<file path="src/rtl/stream_packer.sv">
// stream_packer: packs Ratio consecutive DataWidth-bit elements into one wide
// word on a registered valid/ready output. last_i closes a partial word early;
// strb_o marks which lanes carry elements.
//
// Ports:
//   clk_i, rst_i            clock, asynchronous active-high reset
//   flush_i                 synchronous clear of lane counter and output word
//   data_i, last_i, valid_i narrow input element, packet end, valid
//   ready_o                 input accepted this cycle (depends on ready_i only)
//   data_o, strb_o, last_o  wide word, lane strobes, closed-by-last flag
//   valid_o, ready_i        output handshake
//
// Build option: define STREAM_PACKER_ZERO_PAD_EN to force lanes with a clear
// strobe to read as zero; otherwise those lanes carry stale staging content.
module stream_packer #(
    parameter int unsigned DataWidth = 8,
    parameter int unsigned Ratio     = 4
) (
    input  logic                       clk_i,
    input  logic                       rst_i,
    input  logic                       flush_i,
    input  logic [DataWidth-1:0]       data_i,
    input  logic                       last_i,
    input  logic                       valid_i,
    output logic                       ready_o,
    output logic [DataWidth*Ratio-1:0] data_o,
    output logic [Ratio-1:0]           strb_o,
    output logic                       last_o,
    output logic                       valid_o,
    input  logic                       ready_i
);

    localparam int unsigned CntW  = (Ratio > 1) ? $clog2(Ratio) : 1;
    localparam int unsigned WordW = DataWidth * Ratio;

    logic [CntW-1:0]                     cnt_q,   cnt_d;
    logic [Ratio-2:0][DataWidth-1:0]     stage_q, stage_d;
    logic [WordW-1:0]                    data_q,  data_d;
    logic [Ratio-1:0]                    strb_q,  strb_d;
    logic                                last_q,  last_d;
    logic                                valid_q, valid_d;

    logic             accept_c;
    logic             closing_c;
    logic [WordW-1:0] word_c;
    logic [Ratio-1:0] strb_c;

    // Ready only looks at the output register and the consumer.
    assign ready_o   = !valid_q || ready_i;
    assign accept_c  = valid_i && ready_o && !flush_i;
    assign closing_c = accept_c && (last_i || (cnt_q == CntW'(Ratio - 1)));

    // Candidate word: staged lanes below cnt, new element at lane cnt.
    always_comb begin
        word_c = '0;
        strb_c = '0;
        for (int unsigned k = 0; k < Ratio; k++) begin
            strb_c[k] = (CntW'(k) <= cnt_q);
        end
        for (int unsigned k = 0; k < Ratio - 1; k++) begin
            word_c[k*DataWidth +: DataWidth] =
                (CntW'(k) == cnt_q) ? data_i : stage_q[k];
        end
        // The top lane is only ever strobed as the closing element.
        word_c[(Ratio-1)*DataWidth +: DataWidth] = data_i;
`ifdef STREAM_PACKER_ZERO_PAD_EN
        for (int unsigned k = 0; k < Ratio; k++) begin
            if (!strb_c[k]) begin
                word_c[k*DataWidth +: DataWidth] = '0;
            end
        end
`endif
    end

    // Next-state: flush wins, then retire, then accept (a new word overrides retire).
    always_comb begin
        cnt_d   = cnt_q;
        stage_d = stage_q;
        data_d  = data_q;
        strb_d  = strb_q;
        last_d  = last_q;
        valid_d = valid_q;
        if (flush_i) begin
            cnt_d   = '0;
            valid_d = 1'b0;
        end else begin
            if (valid_q && ready_i) begin
                valid_d = 1'b0;
            end
            if (closing_c) begin
                data_d  = word_c;
                strb_d  = strb_c;
                last_d  = last_i;
                valid_d = 1'b1;
                cnt_d   = '0;
            end else if (accept_c) begin
                for (int unsigned k = 0; k < Ratio - 1; k++) begin
                    if (CntW'(k) == cnt_q) begin
                        stage_d[k] = data_i;
                    end
                end
                cnt_d = cnt_q + CntW'(1);
            end
        end
    end

    // State registers.
    always_ff @(posedge clk_i or posedge rst_i) begin
        if (rst_i) begin
            cnt_q   <= '0;
            stage_q <= '0;
            data_q  <= '0;
            strb_q  <= '0;
            last_q  <= 1'b0;
            valid_q <= 1'b0;
        end else begin
            cnt_q   <= cnt_d;
            stage_q <= stage_d;
            data_q  <= data_d;
            strb_q  <= strb_d;
            last_q  <= last_d;
            valid_q <= valid_d;
        end
    end

    assign data_o  = data_q;
    assign strb_o  = strb_q;
    assign last_o  = last_q;
    assign valid_o = valid_q;

endmodule

</file>
<file path="config.mk">
export PLATFORM = sky130hd
export DESIGN_NAME = stream_packer
export DESIGN_NICKNAME = d
export VERILOG_FILES = /design/src/rtl/stream_packer.sv
export SDC_FILE = /design/constraint.sdc
export NUM_CORES = 1
export LEC_CHECK = 0
export CAP_MARGIN = 20
export CORE_MARGIN = 2
export CORE_UTILIZATION = 45
export DETAILED_ROUTE_END_ITERATION = 7
export GPL_TIMING_DRIVEN = 1
export PLACE_DENSITY = 0.7
export SETUP_SLACK_MARGIN = 0.5
export SYNTH_ARGS = -nofsm -noshare
export SYNTH_HDL_FRONTEND = slang
export SYNTH_SLANG_ARGS = --single-unit
export TNS_END_PERCENT = 100
</file>
<file path="constraint.sdc">
create_clock -name clk_i -period 5 [get_ports clk_i]
set_input_delay 1.5 -clock clk_i [delete_from_list [all_inputs] [get_ports clk_i]]
set_output_delay 1.5 -clock clk_i [all_outputs]
set_load 0.005 [all_outputs]
</file>
==> results of run 1 <==
==> per-layer routing <==
layer	share of wire (%)	vias up	global-route usage, %
met3	5.0	7	7.20
li1	-	763	-
met4	1.5	0	6.93
met5	0	-	0
met1	47	805	21.6
met2	47	39	23.2
==> state kept, by name (all words and copies together), names as in the netlist <==
signal and flops:
data_o 32, stage_q 24, strb_o 4, cnt_q 2, last_o 1, valid_o 1
==> how the worst max path moves through the flow <==
stage | slack, ns | to | from | depth (start not counted)
final | 0.84 | ready_o | ready_i | 3
after floorplan | 1.76 | ready_o | ready_i | 2
after CTS | 0.83 | ready_o | ready_i | 3
after global placement | 0.86 | ready_o | ready_i | 3
after detailed placement | 0.84 | ready_o | ready_i | 3
after global routing | 0.80 | ready_o | ready_i | 3
==> cell usage after synthesis <==
| cell type | n | area (um2) |
|---|---|---|
| buf_12 | 3 | 60.1 |
| nand4_2 | 3 | 37.5 |
| mux2_4 | 26 | 390 |
| mux2i_1 | 2 | 20.0 |
| nor2_1 | 2 | 7.51 |
| nand3_1 | 2 | 10.0 |
| a21bo_2 | 2 | 20.0 |
| nor2b_1 | 1 | 6.26 |
| buf_6 | 3 | 33.8 |
| nand2b_4 | 1 | 13.8 |
| or2_1 | 1 | 6.26 |
| mux2_2 | 55 | 619 |
| a22o_1 | 1 | 8.76 |
| a21oi_1 | 1 | 5.00 |
| buf_4 | 3 | 22.5 |
| ha_1 | 5 | 62.6 |
| and3_2 | 1 | 7.51 |
| o211a_1 | 1 | 10.0 |
| o21bai_1 | 1 | 7.51 |
| dfrtp_1 | 64 | 1600 |
| inv_1 | 5 | 18.8 |
==> cell families (layout without fill, tap and decap cells) <==
kind of cell,count (synthesis),count (layout)
AND/OR/NAND/NOR,11,11
multiplexers,83,83
buffers and inverters,14,75
AO/OA/AOI/OAI,6,6
adder cells (fa/ha/maj),5,5
flip-flops,64,64
==> area by class of cell <==
class,count,share of cell area (%)
Timing Repair Buffer,54,14.5
Clock inverter,3,1.09
Sequential cell,64,43.5
Tap cell,77,2.62
Clock buffer,13,4.31
Inverter,5,0.510
Multi-Input combinational cell,105,33.5
==> worst max-delay path, cell delays in order <==
cell and delay [ns]:
clkdlybuf4s50_1 0.46, nand2b_4 0.18, clkdlybuf4s50_1 0.51
==> power groups by stage <==
stage | registers [mW] | clock network [mW] | logic, mW
after global routing | 0.686 | 0.488 | 0.367
after CTS | 0.676 | 0.460 | 0.346
after detailed placement | 0.683 | 0 | 0.344
final | 0.674 | 0.446 | 0.340
after global placement | 0.680 | 0 | 0.340
after floorplan | 0.677 | 0 | 0.177
==> per-stage QoR <==
stage | hold slack (ns) | setup WS [ns]
final | 0.478 | 0.844
after floorplan | 0.458 | 1.76
after global routing | 0.484 | 0.796
after CTS | 0.479 | 0.833
after detailed placement | 0.459 | 0.840
after global placement | 0.451 | 0.859
==> summary.txt, run 1 <==
Route
  • DRC viols: 0
  • TritonRoute pass-1 iters: 4
  • Drt total wl: 5.30 mm
  • Initial DRC count: 63
  • Vias per inst: 5.03
  • DRT antenna net count: 0
  • Routed wire per std cell: 16.5 um
  • DR vias: 1,614

Critical path
  • Worst r2r src: cnt_q[1]
  • Reg2Reg Setup Slack: 3.02 ns
  • Startpoint Class: input pin
  • Worst flop-to-flop path endpoint: data_o[13]
  • Category of the worst setup path capture point: primary output
  • CP arrival: 2.66 ns
  • Critical Path Fanout Max: 10
  • Crit Path Category: input pin to primary output
  • CP required: 3.50 ns
  • Worst reg-to-reg path cell count: 4

Cells and area
  • Share of cells above drive strength 1: 43.4%
  • Commonest non-fill, non-tap cell in the layout: dfrtp_1
  • Ant diodes: 0
  • Post-Layout Inst Area: 3680 um2
  • Net count, final: 258
  • Commonest cells after routing, fill and taps aside: dfrtp_1 (64), mux2_2 (55), clkdlybuf4s50_1 (52)
  • Final cell count without fillers: 321
  • Reg area: 1600 um2
  • Area grow syn2layout: 24.1%
  • Fin util: 58.0%
  • Area of the multi-input gates: 1230 um2
  • Layout fillers: 509

Clocking
  • CTS tree: built
  • Clk Latency, worst-skew pair: 0.34 ns
  • H-Tree Level Count: 3
  • Clock root cell: clkbuf_8
  • Clock-pin transition on the worst setup and hold timing paths: 0.06 ns
  • CTS sink cnt: 64
  • CTS resizes: 0
  • Setup bufs post-CTS: 0
  • Num CTS Buffers: 9
  • Post-CTS Hold Fix Bufs: 0
  • Deepest clock path buffer count: 2

Place
  • Final estimated routing congestion in global placement: 0.663
  • DP Area: 3480 um2
  • DP HPWL: 3.49 mm
  • Input/output buffers: 52
  • DP Cell Count: 305

Synth
  • Number of distinct library cells after synthesis: 21
  • Multiplexer share of the synthesized area: 34.7%
  • Synth Area in Adders: 2.11%
  • YS warnings: 0
  • Syn_area_per_cell: 16.2 um2
  • Post-Synth XOR/XNOR Area: 0%
  • Syn Nets: 202
  • Synth Area in Simple Gates: 2.99%
  • Synth Instances: 183
  • Syn Std Cell Area: 2970 um2
  • Synthesized flop and latch total: 64
  • Sequential fraction of the synthesis area: 53.9%
  • Post-synthesis compound-gate area fraction: 1.73%
  • Largest family of logic cells by synthesized area: multiplexers

Min path
  • Min-Delay Path Depth: 1
  • Hold Path Origin: strb_o[0]
  • HP Class: register to register
  • Hold endpoint: strb_o[0]

Flow run
  • Max-cap violations: 0

Floorplan
  • Row count: 29
  • Die Span X: 85.2 um
  • Die area: 7260 um2
  • Initial Utilization: 46.8%
  • Height of the die: 85.2 um
  • I/O pins: 53
  • Core ar.: 6350 um2

STA
  • Fmax: 0.241 GHz
  • Max-slew headroom: 59.0%
  • Worst Skew: 0.00648 ns
  • RSZ-0062 raised after global routing: no
  • Min cycle time layout: 4.16 ns
  • Final slew viol count: 0
  • Worst-Margin Slew: 0.614 ns
  • Finish-stage setup viols: 0
  • Endpoints failing hold: 0
  • Fin Setup TNS: 0 ns
  • Final worst-path cycle share: 83.1%

Pwr
  • Lkg Pwr: 1.68 nW
  • Combinational share of power: 23.3%
  • Worst VDD drop: 0.204 mV
  • PwrDens: 397 nW/um2
  • Sequential share of power: 46.2%
  • Clock power frac: 30.6%
  • Net Sw Power: 342 uW
  • Tot Pwr: 1.46 mW
  • Sw Ratio: 23.4%
  • Pint: 1.12 mW

Global routing
  • GRT Resource Usage Total: 16.3%
  • Largest net degree at the start of global routing: 36
  • Initial antenna violation count: 0
  • Vias in the first global route: 1,691
  • Global route overflow: 0
  • First-pass GRT wire length: 8.78 mm

Outcome
  • Status: finished clean
No activity file was read; power rests on OpenSTA's default activity.
==> inputs of run 2 (changes only) <==
==> constraint.sdc (replaced) <==
create_clock -name clk_i -period 4.2 [get_ports clk_i]
set_input_delay 1.26 -clock clk_i [delete_from_list [all_inputs] [get_ports clk_i]]
set_output_delay 1.26 -clock clk_i [all_outputs]
set_load 0.005 [all_outputs]
==> run 2 against run 1 <==
Against the previous run:
- register-to-register slack lost 0.76 ns
- clock skew grew 0.0050 ns
- die area is the same
- cell area grew 0.75%
- sequential cell count is the same
- utilization grew 0.43 points
- routed wire length grew 1.7%
- worst setup slack lost 0.24 ns
- sequential power grew 19%
- via count grew 2.6%
- total power grew 20%
- critical endpoint unchanged
==> summary.txt, run 2 (synthesis results as in run 1) <==
Outcome
  • Status: finished clean

Clocking
  • Clock root cell: clkbuf_8
  • Num CTS Buffers: 9
  • Deepest clock path buffer count: 2
  • Post-CTS Hold Fix Bufs: 0
  • Clock-pin transition on the worst setup and hold timing paths: 0.07 ns
  • Clk Latency, worst-skew pair: 0.34 ns
  • H-Tree Level Count: 3
  • CTS tree: built
  • CTS sink cnt: 64

Route
  • DRC viols: 0
  • TritonRoute pass-1 iters: 4
  • Initial DRC count: 63
  • Drt total wl: 5.40 mm
  • Vias per inst: 5.13
  • DR vias: 1,656
  • Routed wire per std cell: 16.7 um
  • DRT antenna net count: 0

Place
  • Final estimated routing congestion in global placement: 0.667
  • DP HPWL: 3.55 mm
  • Input/output buffers: 52

Global routing
  • Largest net degree at the start of global routing: 30
  • Vias in the first global route: 1,704
  • Global route overflow: 0
  • GRT Resource Usage Total: 16.4%
  • Initial antenna violation count: 0
  • First-pass GRT wire length: 9.04 mm

Flow run
  • Max-cap violations: 0

Pwr
  • Clock power frac: 30.7%
  • Worst VDD drop: 0.267 mV
  • PwrDens: 471 nW/um2
  • Pint: 1.33 mW
  • Tot Pwr: 1.75 mW
  • Sequential share of power: 45.9%
  • Sw Ratio: 23.7%
  • Lkg Pwr: 1.69 nW
  • Net Sw Power: 415 uW
  • Combinational share of power: 23.4%

Cells and area
  • Net count, final: 260
  • Fin util: 58.4%
  • Ant diodes: 0
  • Layout fillers: 522
  • Commonest non-fill, non-tap cell in the layout: dfrtp_1
  • Share of cells above drive strength 1: 43.9%
  • Area grow syn2layout: 25.0%
  • Commonest cells after routing, fill and taps aside: dfrtp_1 (64), mux2_2 (55), clkdlybuf4s50_1 (52)
  • Max FFs per register: 32

STA
  • Worst Skew: 0.0114 ns
  • Endpoints failing hold: 0
  • Fmax: 0.278 GHz
  • Min cycle time layout: 3.60 ns
  • Final slew viol count: 0
  • Worst hold slack: 0.474 ns
  • Final worst-path cycle share: 85.6%
  • Fin Setup TNS: 0 ns
  • Max-slew headroom: 66.1%
  • Finish-stage setup viols: 0
  • Worst-Margin Slew: 0.508 ns
  • RSZ-0062 raised after global routing: no

Critical path
  • Worst path most repeated cell: clkdlybuf4s50_1
  • Buffers & Inverters on Critical Path: 2
  • Crit-path slowest cell: clkdlybuf4s50_1
  • CP arrival: 2.34 ns
  • CP required: 2.94 ns
  • Crit-path cells: clkdlybuf4s50_1, nand2b_4, clkdlybuf4s50_1
  • Slowest Stage Delay on Critical Path: 0.50 ns
  • Crit Path Category: input pin to primary output
  • Category of the worst setup path capture point: primary output
  • Startpoint Class: input pin
  • Critical Path Fanout Max: 4
  • Cell family with most CP delay: buffers and inverters

Floorplan
  • I/O pins: 53
  • Initial Utilization: 46.8%
  • Core ar.: 6350 um2
  • Height of the die: 85.2 um
  • Die area: 7260 um2
  • Row count: 29
  • Die Span X: 85.2 um

Min path
  • HP Class: register to register
==> run 2: path summary, 6_finish.rpt <==
check | cells past startpoint | end | from | slack (ns)
min | 1 | strb_o[0] | strb_o[0] | 0.47
max reg2reg | 4 | stage_q[2] | cnt_q[0] | 2.26
min reg2reg | 1 | strb_o[0] | strb_o[0] | 0.47
max in group asynchronous | 3 | stage_q[12] | rst_i | 2.28
min in group asynchronous | 2 | stage_q[19] | rst_i | 1.23
max | 3 | ready_o | ready_i | 0.60
==> run 2: stage by stage <==
step / setup WS [ns] / std cells / instance area (um2)
after floorplan: 1.34 / 183 / 2970
after global placement: 0.539 / 306 / 3500
after detailed placement: 0.533 / 306 / 3500
after CTS: 0.532 / 322 / 3700
after global routing: 0.562 / 323 / 3710
final: 0.603 / 323 / 3710
==> run 2: routing by layer <==
metal	share of wire (%)	track usage, %
met5	0	0
met4	1.9	7.79
met3	3.7	3.70
met2	45	22.8
met1	49	24.3
==> run 2: final cells by class <==
cell class	count	area [um2]	area share [%]
sequential	64	1600	43.2
timing repair buffer	56	563	15.2
multi-input combinational	105	1230	33.2
clock buffer	13	159	4.28
clock inverter	3	40.0	1.08
tap	77	96.3	2.60
inverter	5	18.8	0.506
==> run 2: what timing repair did <==
action | 4_1_cts | 5_1_grt
endpoints found under the hold margin | 0 | 0
buffers inserted | 0 | 1
gates resized for setup | 0 | 0
endpoints found under the setup margin | 0 | 1
==> run 2: power groups by stage <==
stage / registers, mW / logic [mW] / clock network, mW
after floorplan: 0.807 / 0.211 / 0
after global placement: 0.810 / 0.406 / 0
after detailed placement: 0.813 / 0.413 / 0
after CTS: 0.804 / 0.415 / 0.550
after global routing: 0.818 / 0.441 / 0.580
final: 0.802 / 0.409 / 0.537
